**src/rtl/serial_adder_ctrl.sv**
```systemverilog
// Bit-serial adder sequencer: one full-adder cell, LSB-first, registered carry.
// Optional subtract mode and signed-overflow flag via `define SERIAL_ADDER_SUB_EN.
module serial_adder_ctrl #(
  parameter int unsigned WIDTH = 8
) (
  input  logic             clk,
  input  logic             rst,
  input  logic             in_valid,
  output logic             in_ready,
  input  logic [WIDTH-1:0] a,
  input  logic [WIDTH-1:0] b,
  input  logic             cin,
`ifdef SERIAL_ADDER_SUB_EN
  input  logic             sub,
`endif
  output logic             out_valid,
  input  logic             out_ready,
  output logic [WIDTH-1:0] sum,
  output logic             cout,
  output logic             busy
`ifdef SERIAL_ADDER_SUB_EN
  ,
  output logic             ovf
`endif
);

  localparam int unsigned CNT_W = $clog2(WIDTH + 1);

  typedef enum logic [1:0] {
    IDLE  = 2'b00,
    SHIFT = 2'b01,
    DONE  = 2'b10
  } state_t;

  state_t             state;
  logic [WIDTH-1:0]   a_sh;
  logic [WIDTH-1:0]   b_sh;
  logic [WIDTH-1:0]   sum_sh;
  logic [WIDTH-1:0]   sum_q;
  logic               carry;
  logic               cout_q;
  logic [CNT_W-1:0]   cnt;

  logic               bit_s;
  logic               bit_c;
  logic [WIDTH:0]     sum_cat;
  logic               last;
  logic [WIDTH-1:0]   b_load;
  logic               carry_load;

  always_comb begin
    bit_s   = a_sh[0] ^ b_sh[0] ^ carry;
    bit_c   = (a_sh[0] & b_sh[0]) | ((a_sh[0] ^ b_sh[0]) & carry);
    // Concatenate then drop the LSB so the shift also works for WIDTH=1.
    sum_cat = {bit_s, sum_sh};
    last    = (cnt == CNT_W'(WIDTH - 1));
`ifdef SERIAL_ADDER_SUB_EN
    b_load     = sub ? ~b : b;
    carry_load = sub | cin;
`else
    b_load     = b;
    carry_load = cin;
`endif
  end

  assign in_ready  = (state == IDLE);
  assign busy      = (state == SHIFT);
  assign out_valid = (state == DONE);
  assign sum       = sum_q;
  assign cout      = cout_q;

`ifdef SERIAL_ADDER_SUB_EN
  logic ovf_q;
  assign ovf = ovf_q;
`endif

  always_ff @(posedge clk) begin
    if (rst) begin
      state  <= IDLE;
      a_sh   <= '0;
      b_sh   <= '0;
      sum_sh <= '0;
      sum_q  <= '0;
      carry  <= 1'b0;
      cout_q <= 1'b0;
      cnt    <= '0;
`ifdef SERIAL_ADDER_SUB_EN
      ovf_q  <= 1'b0;
`endif
    end else begin
      case (state)
        IDLE: begin
          if (in_valid) begin
            a_sh   <= a;
            b_sh   <= b_load;
            carry  <= carry_load;
            cnt    <= '0;
            sum_sh <= '0;
            state  <= SHIFT;
          end
        end
        SHIFT: begin
          sum_sh <= sum_cat[WIDTH:1];
          a_sh   <= a_sh >> 1;
          b_sh   <= b_sh >> 1;
          carry  <= bit_c;
          cnt    <= cnt + 1'b1;
          if (last) begin
            // Result registers are captured here so they survive the next load.
            sum_q  <= sum_cat[WIDTH:1];
            cout_q <= bit_c;
`ifdef SERIAL_ADDER_SUB_EN
            ovf_q  <= carry ^ bit_c;
`endif
            state  <= DONE;
          end
        end
        DONE: begin
          if (out_ready) state <= IDLE;
        end
        default: state <= IDLE;
      endcase
    end
  end

endmodule

```
**config.mk**
```make
export PLATFORM = sky130hd
export DESIGN_NAME = serial_adder_ctrl
export DESIGN_NICKNAME = d
export VERILOG_FILES = /design/src/rtl/serial_adder_ctrl.sv
export SDC_FILE = /design/constraint.sdc
export NUM_CORES = 1
export LEC_CHECK = 0
export CORE_MARGIN = 1.5
export CORE_UTILIZATION = 46
export DETAILED_ROUTE_END_ITERATION = 10
export HOLD_SLACK_MARGIN = 0.02
export PLACE_DENSITY = 0.75
export RECOVER_POWER = 25
export SLEW_MARGIN = 20
export SYNTH_ARGS = -nofsm -noshare
export SYNTH_HDL_FRONTEND = slang
export SYNTH_SLANG_ARGS = --single-unit
```
**constraint.sdc**
```tcl
create_clock -name clk -period 1.19 [get_ports clk]
set_input_delay 0.2975 -clock clk [delete_from_list [all_inputs] [get_ports clk]]
set_output_delay 0.2975 -clock clk [all_outputs]
set_load 0.03 [all_outputs]
```
# ---- Word level (Yosys, flattened, before mapping)
# Index checks and enable logic that the tools add are counted.
dict set report classes {
  add_sub_neg 1
  n_eq_ne 6
  n_mux 14
  bitwise_logic 5
  reduce_logical 5
}
# operator count
set op_table {}
lappend op_table {{$pmux W8 S2} 3}
lappend op_table {{$mux W8} 3}
lappend op_table {{$pmux W4 S2} 1}
lappend op_table {{$mux W2} 3}
lappend op_table {{$pmux W2 S3} 1}
lappend op_table {{$add A4 B1 Y4 const B} 1}
lappend op_table {{$eq A4 B3 Y1 const B} 1}
lappend op_table {{$mux W4} 1}
lappend op_table {{$ne A2 B1 Y1 const B} 2}
lappend op_table {{$reduce_and A2 Y1} 2}
lappend op_table {{$reduce_and A3 Y1} 1}
lappend op_table {{$and A1 B1 Y1} 2}
lappend op_table {{$eq A2 B1 Y1 const B} 1}
lappend op_table {{$eq A2 B2 Y1 const B} 1}
lappend op_table {{$logic_not A2 Y1} 1}
lappend op_table {{$ne A2 B2 Y1 const B} 1}
lappend op_table {{$pmux W1 S2} 1}
lappend op_table {{$reduce_bool A2 Y1} 1}
lappend op_table {{$xor A1 B1 Y1} 2}
lappend op_table {{$mux W1} 1}
lappend op_table {{$or A1 B1 Y1} 1}
dict set report totals {
  reg_bits 40
  input_bits 21
  output_inout_bits 12
  wordCells 39
}

# ---- Depth between registers and ports, before layout
dict set report logic_depth {
  word_depth 4
  depth_mapped 6
  depth_no_buf 4
}

# ---- Least setup slack after synthesis
# No wires, ideal clock.
dict set report synth_timing {
  kind {flip-flop to output port}
  from {register state[1]}
  to {output out_valid}
  arrival_ns 1.311
  required_ns 0.892
  setup_slack_ns -0.419
  path_stages_with_launch 5
  path_buffers 2
  path_cell_list {dfxtp_1 buf_4 clkinv_1 clkbuf_1 nor2_1}
}
dict set report synth_via {
  elab_chain_len 1
}
# item line_no
set synth_rtl {}
lappend synth_rtl {{start, declared} 35} ;# state_t state;
lappend synth_rtl {{start signal, assigned} 79} ;# state <= IDLE;
lappend synth_rtl {{start signal, assigned} 99} ;# state <= SHIFT;
lappend synth_rtl {{start signal, assigned} 115} ;# state <= DONE;
lappend synth_rtl {{$eq A2 B2 Y1} 68} ;# assign out_valid = (state == DONE);
lappend synth_rtl {{end, declared} 16} ;# output logic out_valid,
# Every way passes these cells.

# ---- Worst setup path in the final report
dict set report layout_timing {
  from {register state[0]}
  to {output out_valid}
}
# Same word-level chain as after synthesis.

==> metrics.txt <==
status finished with violations; failing checks negative setup slack; Core Area 3630 um2; crit start category register; GRT overflow 0; first-pass GRT wire length 7250 um; vias per inst 5.61; f_max 728 MHz; share of cells above drive strength 1 32.4%; Max Slew Vio Count 0; Cell Area, Synth 1740 um2; port buffer count 32; post-synthesis cell count 190; Fin. Hold Viols 0; vias 1,639; synth top area cells dfxtp_1 45%, nor2_1 8.4%, a211oi_1 6.9%; DR iter-0 viols 83; Total Power 2.75 mW; Setup-failing EPs final 29; initial antenna violation count 0; critical path class register to primary output; Power Dens Cells 1090 nW/um2; gr usage total 22.6%; Routed wire per std cell 15.8 um; largest net degree at the start of global routing 22; total clock sinks 39; Tightest Hold Check Type register to register; Worst-path clk slew 0.07 ns; vias in the first global route 1,566; Die Wd 64.5 um; Routed Wire Length 4630 um; Initial Util 47.9%; Post-CTS Hold Fix Bufs 0; crit end category primary output; unrepaired setup endpoints after global routing true; First-pass DRT Iterations 4; row cnt 22; fill count 295; most frequent cells in the layout 37 x nor2_1, 33 x dfxtp_1, 23 x buf_4; Clk Latency, worst-skew pair 0.29 ns; Synth top area share 44.9%; most common cell after layout, fill and taps aside nor2_1; Placer Congestion 0.822; cell leakage power 1.00 nW; Worst Path Max Fanout 4; placed cell count 277; hold path cells 2; Non-Filler Instances 292; die area 4160 um2; WP data arrival 1.08 ns; yosys warns 0; CP required 0.89 ns; Synth cell types 28; Seq/Total Area, Yosys 44.9%; I/O pin total 33; Worst Clk Skew 0.00575 ns; Antenna Nets Post-Route 0; Worst Reg-to-Reg Cells 5; fin crit share 115%; Multi-input gate area 1010 um2; WHS 0.475 ns; CTS buffer count 5; Die Y 64.5 um; fin nets 266; max cap viols 0; worst setup margin -0.184 ns; Tightest Pin Transition 0.303 ns; Inserted Diodes 0; Syn Area/Cell 9.15 um2; FF+latch count, synth 39; DP HPWL 2910 um; Area Overhead vs Synth 45.5%; Max IR drop VDD 0.703 mV; Reg area 793 um2; maximum root-to-sink buffer count 2; CTS HTree Levels 2; Synth Net Count 213; Max-Slew Margin vs Limit 79.8%; CTS tree built; Tmin final 1.37 ns; area leader, netlist dfxtp_1; Clock Tree Root clkbuf_8; DR DRC count 0
cell usage after synthesis:
cell       number
inv_2           1
nor2b_1         4
nand2_1         4
clkbuf_1        8
a22oi_1         8
buf_2           3
ha_1            1
dfxtp_1        39
nand3_1         2
or2_2           1
o22ai_1         5
nor2_1         39
o311a_1         1
o21ba_2         2
nor2_8          1
a211oi_1       16
a21oi_1         3
clkinv_1        1
or4_1           1
o2bb2ai_1      12
nand2b_1       19
a31oi_1         1
buf_4           4
fa_1            1
nand4b_2        1
mux2i_1         9
nor3_1          2
o21bai_2        1
logic make-up (layout without fill, tap and decap cells):
group	count (synthesis)	in the layout	synth area share (%)
buffers and inverters	17	70	4.75
multiplexers	9	9	5.18
AND/OR/NAND/NOR	74	75	21.5
adder cells (fa/ha/maj)	2	2	1.87
flip-flops	39	39	44.9
AO/OA/AOI/OAI	49	49	21.8
where the power goes:
part	switching (mW)	total, mW	internal, mW
Clock	0.456	0.857	0.401
Sequential	0.0423	1.41	1.37
Combinational	0.224	0.488	0.264
critical path: stages (launching register included):
cell and delay, ns:
dfxtp_2 0.33, buf_6 0.13, buf_12 0.12, nor2_4 0.08, buf_6 0.13
per-layer routing:
layer	vias up	share of wire [%]	track usage, %
met5	-	0	0
met4	0	1.6	7.18
met3	12	4.7	6.08
met2	46	51	38.5
met1	800	43	27.7
li1	781	-	-
path summary, 6_finish.rpt:
check,from,endpoint,slack [ns]
max reg2reg,state[0],sum[1],-0.10
max,state[0],out_valid,-0.18
min,sum[0],sum[0],0.47
min reg2reg,sum[0],sum[0],0.47
registers in the layout, summed over array words and instances (netlist names):
register	count
carry	1
a_sh	8
b_sh	8
cnt	4
sum	8
state	2
sum_sh	7
cout	1
metrics by stage:
stage / cell area (um2) / utilization (%) / worst slack [ns] / TNS [ns]
after floorplan: 1780 / - / -0.0216 / -0.0410
after global placement: 2240 / 61.6 / -0.272 / -8.77
after detailed placement: 2240 / 61.6 / -0.366 / -10.48
after CTS: 2470 / 67.9 / -0.181 / -2.16
after global routing: 2530 / 69.7 / -0.211 / -3.50
final: 2530 / 69.7 / -0.184 / -2.27
final cells by class:
| cell class | instances | share of cell area [%] |
|---|---|---|
| Tap cell | 48 | 2.37 |
| Timing Repair Buffer | 60 | 22.6 |
| Clock inverter | 3 | 0.593 |
| Multi-Input combinational cell | 135 | 40.0 |
| Sequential cell | 39 | 31.3 |
| Clock buffer | 5 | 2.72 |
| Inverter | 2 | 0.346 |
timing repair:
item	4_1_cts	5_1_grt
buffers inserted	5	1
gates cloned	1	0
endpoints found under the setup margin	39	34
resized for setup	24	13
pin swaps	9	6
(Power assumes the default switching activity.)
